<file path="src/rtl/alu_exec_unit.sv">
// alu_exec_unit: decodes op/funct, executes on WIDTH-bit operands with valid/ready handshake
// and registered result; shifts by n>=1 iterate one bit per cycle in SHIFT.
module alu_exec_unit #(
  parameter int WIDTH   = 32,
  parameter int SHAMT_W = $clog2(WIDTH)
) (
  input  logic               clk,
  input  logic               rst_n,
  input  logic               in_valid,
  output logic               in_ready,
  input  logic [1:0]         op,
  input  logic [2:0]         funct,
  input  logic [WIDTH-1:0]   a,
  input  logic [WIDTH-1:0]   b,
  output logic               out_valid,
  input  logic               out_ready,
  output logic [WIDTH-1:0]   result,
  output logic [3:0]         control,
  output logic               zero,
  output logic               illegal
);
  localparam logic [3:0] C_AND = 4'b0000, C_OR = 4'b0001, C_ADD = 4'b0010, C_SUB = 4'b0110,
                         C_SLT = 4'b0111, C_SLL = 4'b1000, C_SRL = 4'b1001, C_NOR = 4'b1100,
                         C_NAND = 4'b1101, C_ILL = 4'b1111;
  typedef enum logic {IDLE, SHIFT} state_t;
  state_t state, state_d;
  logic [3:0]         ctl;
  logic [WIDTH-1:0]   res, acc, acc_sh;
  logic [SHAMT_W-1:0] shamt, cnt;
  logic               left, accept, long_shift;
  assign shamt      = b[SHAMT_W-1:0];
  assign in_ready   = (state == IDLE) && (!out_valid || out_ready);
  assign accept     = in_valid && in_ready;
  assign long_shift = (ctl == C_SLL || ctl == C_SRL) && shamt != '0;
  assign acc_sh     = left ? acc << 1 : acc >> 1;
  always_comb begin
    ctl = C_ILL;
    case (op)
      2'b00: ctl = C_ADD;
      2'b01: ctl = C_SUB;
      2'b10:
        case (funct)
          3'b000:  ctl = C_ADD;
          3'b100:  ctl = C_SUB;
          3'b011:  ctl = C_AND;
          3'b010:  ctl = C_OR;
          3'b110:  ctl = C_NAND;
          3'b111:  ctl = C_NOR;
          default: ctl = C_ILL;
        endcase
      default:
        case (funct)
          3'b000:  ctl = C_SLT;
          3'b001:  ctl = C_SLL;
          3'b010:  ctl = C_SRL;
          default: ctl = C_ILL;
        endcase
    endcase
    case (ctl)
      C_ADD:   res = a + b;
      C_SUB:   res = a - b;
      C_AND:   res = a & b;
      C_OR:    res = a | b;
      C_NAND:  res = ~(a & b);
      C_NOR:   res = ~(a | b);
      C_SLT:   res = {{(WIDTH-1){1'b0}}, $signed(a) < $signed(b)};
      C_SLL:   res = a << shamt;
      C_SRL:   res = a >> shamt;
      default: res = '0;
    endcase
  end
  always_comb begin
    state_d = state;
    if (state == IDLE && accept && long_shift) state_d = SHIFT;
    if (state == SHIFT && cnt == SHAMT_W'(1)) state_d = IDLE;
  end
  always_ff @(posedge clk or negedge rst_n) begin
    if (!rst_n) begin
      state     <= IDLE;
      out_valid <= 1'b0;
      result    <= '0;
      control   <= 4'b0000;
      zero      <= 1'b0;
      illegal   <= 1'b0;
      acc       <= '0;
      cnt       <= '0;
      left      <= 1'b0;
    end else begin
      state <= state_d;
      if (out_valid && out_ready) out_valid <= 1'b0;
      if (state == IDLE && accept) begin
        if (long_shift) begin
          acc  <= a;
          cnt  <= shamt;
          left <= ctl == C_SLL;
        end else begin
          result    <= res;
          control   <= ctl;
          zero      <= res == '0;
          illegal   <= ctl == C_ILL;
          out_valid <= 1'b1;
        end
      end else if (state == SHIFT) begin
        acc <= acc_sh;
        cnt <= cnt - 1'b1;
        if (cnt == SHAMT_W'(1)) begin
          result    <= acc_sh;
          control   <= left ? C_SLL : C_SRL;
          zero      <= acc_sh == '0;
          illegal   <= 1'b0;
          out_valid <= 1'b1;
        end
      end
    end
  end
endmodule
</file>
<file path="config.mk">
export PLATFORM = sky130hd
export DESIGN_NAME = alu_exec_unit
export DESIGN_NICKNAME = d
export VERILOG_FILES = /design/src/rtl/alu_exec_unit.sv
export SDC_FILE = /design/constraint.sdc
export NUM_CORES = 1
export LEC_CHECK = 0
export CELL_PAD_IN_SITES_DETAIL_PLACEMENT = 2
export CELL_PAD_IN_SITES_GLOBAL_PLACEMENT = 2
export CORE_ASPECT_RATIO = 0.5
export CORE_MARGIN = 4
export CORE_UTILIZATION = 36
export DETAILED_ROUTE_END_ITERATION = 16
export PLACE_DENSITY = 0.82
export RECOVER_POWER = 50
export SLEW_MARGIN = 10
export SYNTH_ARGS = -nofsm -noshare
export SYNTH_HDL_FRONTEND = slang
export SYNTH_SLANG_ARGS = --single-unit
export TNS_END_PERCENT = 100
</file>
<file path="constraint.sdc">
create_clock -name clk -period 2.6 [get_ports clk]
set_input_delay 0.52 -clock clk [delete_from_list [all_inputs] [get_ports clk]]
set_output_delay 0.52 -clock clk [all_outputs]
set_load 0.005 [all_outputs]
</file>
==> run_results.csv, run 1 <==
group,metric,value,unit
synthesis,synth_cell_types,89,
synthesis,async_reset_ff_share,100,%
synthesis,ys_seq_area_share,13.9,%
placement,gp_congestion,1.16,
synthesis,synth_area_leaders,"dfrtp_1 14%, ha_1 8.9%, mux4_2 7.4%",
synthesis,netlist_instances,1899,
synthesis,ys_ff_latch,78,
outcome,stop_stage,"detailed placement (3_5_place_dp)",
synthesis,synth_warnings,0,
floorplan,io_pins,113,
synthesis,avgSynthCellArea,7.37,sq um
outcome,stop_error,"[ERROR DPL-0033] detailed placement checks failed during check placement.",
synthesis,syn_nets,2073,
floorplan,rows,50,
floorplan,die-height,147,um
synthesis,yosysTopAreaCellShare,13.9,%
outcome,status,"did not finish",
placement,numPortBuffers,112,
floorplan,die_x,287,um
synthesis,ys.flop_type,"dfrtp_1",
floorplan,initial_core_util,37.0,%
placement,dp_hpwl,96400,um
synthesis,synth_area,14000,sq um
synthesis,synth_top_cell_by_area,"dfrtp_1",
synthesis,synth-edff-count,0,
-- synthesized netlist by cell type (43+ instances only) --
library cell / n
a21oi_1: 135
clkbuf_1: 126
dfrtp_1: 78
ha_1: 99
inv_1: 99
mux2i_1: 86
mux4_2: 46
nand2_1: 187
nand3_1: 58
nor2_1: 180
nor3_1: 43
o21ai_0: 160
-- logic make-up after synthesis --
group | Yosys count | synth area share (%)
adder cells (fa/ha/maj) | 101 | 9.14
multiplexers | 168 | 16.5
buffers and inverters | 273 | 7.85
XOR/XNOR | 12 | 0.751
flip-flops | 78 | 13.9
AND/OR/NAND/NOR | 636 | 21.7
AO/OA/AOI/OAI | 631 | 30.2
-- metrics by stage --
| stage | instances | TNS (ns) | setup slack (ns) |
|---|---|---|---|
| after floorplan | 1899 | -11.45 | -1.26 |
| after global placement | 3074 | -65.70 | -2.05 |
==> run 2, diff against run 1 <==
--- a/config.mk
+++ b/config.mk
@@ -5,13 +5,10 @@
 export SDC_FILE = /design/constraint.sdc
 export NUM_CORES = 1
 export LEC_CHECK = 0
-export CELL_PAD_IN_SITES_DETAIL_PLACEMENT = 2
-export CELL_PAD_IN_SITES_GLOBAL_PLACEMENT = 2
-export CORE_ASPECT_RATIO = 0.5
 export CORE_MARGIN = 4
-export CORE_UTILIZATION = 36
+export CORE_UTILIZATION = 40
 export DETAILED_ROUTE_END_ITERATION = 16
-export PLACE_DENSITY = 0.82
+export PLACE_DENSITY_LB_ADDON = 0.15
 export RECOVER_POWER = 50
 export SLEW_MARGIN = 10
 export SYNTH_ARGS = -nofsm -noshare
==> run 2 against run 1 <==
The flow now finishes, with violations (setup timing). Synthesized cell count stayed put. Area after synthesis stayed put.
==> run_results.csv, run 2 <==
group,metric,value,unit
floorplan,die_x,195,um
routing,drt-pass1-iter-count,6,
worst_setup_path,r2r_slack,-0.07,ns
worst_setup_path,cpMaxStageDelayCell,"mux4_2",
grt,grt_antenna_before_repair,1,
floorplan,die-area,38000,sq um
routing,totalWireLength,87800,um
final_layout,drive_above_1_share,50.6,%
worst_setup_path,cp_top_family,"compound AO/OA/AOI/OAI gates",
sta,slew_headroom,28.3,%
power,power_density,496,nW/um^2
clock_tree,insertion_delay,0.35,ns
power,internal_power,6.78,mW
synthesis,synth_area,14000,sq um
sta,min_period,3.84,ns
routing,drtIter0Drc,2865,
synthesis,ys_ff_latch,78,
power,switching_share,45.2,%
worst_setup_path,required,2.86,ns
worst_setup_path,setup.worst_path.start,"a[28]",
clock_tree,htree_levels,3,
worst_setup_path,crit_type,"in -> reg",
worst_setup_path,cp.depth,15,
synthesis,synth_warnings,0,
worst_setup_path,path_cells,"clkdlybuf4s15_2 > mux4_2 > mux2_4 > buf_6 > a222oi_1 > nor2_1 > a21oi_2 > buf_4 > buf_12 > nand4b_1 > o21ai_2 > o2111ai_2 > nor4_2 > nand4_1 > o31ai_2",
synthesis,yosysTopAreaCellShare,13.9,%
synthesis,synth-edff-count,0,
clock_tree,cts-root-buf,"clkbuf_16",
sta,final.setup.worst_slack,-1.24,ns
floorplan,rows,68,
clock_tree,cts_tree,"yes",
routing,wl_per_cell,27.8,um
power,switchingPower,5.59,mW
outcome,status,"finished, violations left",
placement,numPortBuffers,112,
worst_setup_path,cp-start-kind,"primary input",
placement,gp_congestion,1.13,
worst_setup_path,worstPathMaxFanout,5,
power,share_seq_of_total_power,18.6,%
synthesis,synth_cell_types,89,
clock_tree,clkTransAtPathRegs,0.06,ns
sta,fin_tns_setup,-16.86,ns
grt,top_usage_layer,"met2",
floorplan,core,34500,sq um
grt,overflow,0,
power,p_comb_share,70.1,%
floorplan,die-height,195,um
sta,fmax,0.261,GHz
final_layout,antennaDiodeCount,0,
power,leakage,11.1,nW
grt,gr-usage-met3,10.2,%
worst_setup_path,end_kind,"flip-flop",
final_layout,nNetsFinal,2878,
sta,rsz0062_at_grt,"true",
grt,use_met1,55.5,%
sta,hold_violations,0,
worst_setup_path,rr_endpoint,"zero",
synthesis,avgSynthCellArea,7.37,sq um
worst_setup_path,path_buf_inv,4,
sta,finalSetupViolCount,30,
clock_tree,cts_hold_buffers,0,
power,clkPwrFrac,11.3,%
placement,dp_hpwl,67700,um
routing,vias_per_cell,6.55,
outcome,violations,"setup timing",
sta,fin_crit_sh,148,%
synthesis,netlist_instances,1899,
routing,ant_nets,0,
placement,dp_slack,-2.00,ns
synthesis,syn_nets,2073,
grt,grt_first_pass_wirelength,125000,um
final_layout,syn_to_final_growth,78.1,%
sta,fin_skew,0.00708,ns
worst_setup_path,arrival,4.10,ns
power,ir_drop,959,uV
synthesis,post-synth-top-count-cell,"nand2_1",
final_layout,top_regs,"acc: 32 flops, result: 32 flops, cnt: 5 flops",
sta,slew_viol_final,0,
synthesis,synth_area_leaders,"dfrtp_1 14%, ha_1 8.9%, mux4_2 7.4%",
final_layout,layout_common_cells,"702 x buf_4, 164 x nand2_1, 158 x nor2_1",
routing,vias,20726,
floorplan,io_pins,113,
job,maxCapViolCount,0,
clock_tree,cts_made_buffers,9,
worst_setup_path,crit_end,"zero",
synthesis,ys.flop_type,"dfrtp_1",
grt,use_met2,65.8,%
worst_setup_path,timing.rr.start,"state",
synthesis,synth_top_cell_by_area,"dfrtp_1",
sta,whs,0.349,ns
worst_setup_path,max_stage_delay,0.52,ns
power,power,12.4,mW
hold_path,hp-class,"in -> async",
synthesis,synth_common_cells,"187 x nand2_1, 180 x nor2_1, 160 x o21ai_0, 135 x a21oi_1, 126 x clkbuf_1",
routing,drc,0,
floorplan,initial_core_util,40.5,%
grt,grt_pass1_vias,19613,
synthesis,ys_seq_area_share,13.9,%
grt,track_usage,42.7,%
clock_tree,clock_sinks,78,
final_layout,final_common_cell,"buf_4",
synthesis,async_reset_ff_share,100,%
grt,grt_start_max_net_pins,66,
sta,tightest_slew,1.08,ns
final_layout,n_fill_cell,2648,
clock_tree,clockBufferDepth,2,
worst_setup_path,rr_worst_depth,11,
[run 2: cell counts after synthesis]
No cell type changed its count.
[run 2: power groups by stage]
stage / clock network, mW / logic, mW / registers (mW)
after floorplan: 0 / 3.44 / 2.17
after global placement: 0 / 6.97 / 2.27
after detailed placement: 0 / 7.07 / 2.29
after CTS: 1.40 / 7.90 / 2.28
after global routing: 1.46 / 9.09 / 2.36
final: 1.40 / 8.67 / 2.30
[run 2: cells by family (layout without fill, tap and decap cells)]
| logic type | after synthesis | count (layout) | synth area share [%] |
|---|---|---|---|
| muxes | 168 | 168 | 16.5 |
| DFF | 78 | 78 | 13.9 |
| buffers and inverters | 273 | 1083 | 7.85 |
| and+or+nand+nor | 636 | 636 | 21.7 |
| AOI/OAI and AO/OA | 631 | 631 | 30.2 |
| adders and majority gates | 101 | 101 | 9.14 |
| xor gates and xnor gates | 12 | 12 | 0.751 |
[run 2: what timing repair did]
item,4_1_cts,5_1_grt
cloned,2,1
setup endpoints to repair,75,33
setup buffers,97,59
pin swaps,143,125
resized for setup,517,222
[run 2: final cells by class]
class                   instances  area (sq um)  area share, %
multi-input cells            1548         13200           53.1
repair buffers                961          8370           33.6
flip-flops and latches         78          1950           7.84
well taps                     455           569           2.28
inverters                     106           454           1.82
clock buffers                  11           253           1.01
clock inverters                 5          81.3          0.326
[run 2: per-layer routing]
| layer | share of wire [%] | vias to the layer above |
|---|---|---|
| met4 | 7.5 | 2 |
| met5 | 0.0080 | - |
| met3 | 13 | 434 |
| li1 | - | 8720 |
| met1 | 37 | 9974 |
| met2 | 42 | 1596 |
[run 2: how the worst min path moves through the flow]
| stage | endpoint | slack [ns] |
|---|---|---|
| after CTS | acc[6] | 0.17 |
| after floorplan | acc[0] | 0.22 |
| final | result[1] | 0.35 |
| after detailed placement | result[19] | 0.46 |
| after global routing | acc[3] | 0.44 |
| after global placement | result[0] | 0.45 |
[run 2: per-stage QoR]
stage / area (sq um) / utilization, % / instances
2_1_floorplan: 14700 / - / 1899
3_3_place_gp: 20900 / 60.5 / 3008
3_5_place_dp: 20900 / 60.5 / 3008
4_1_cts: 23700 / 68.5 / 3117
5_1_grt: 24900 / 72.2 / 3164
6_report: 24900 / 72.2 / 3164
No activity file was read; power rests on OpenSTA's default activity.
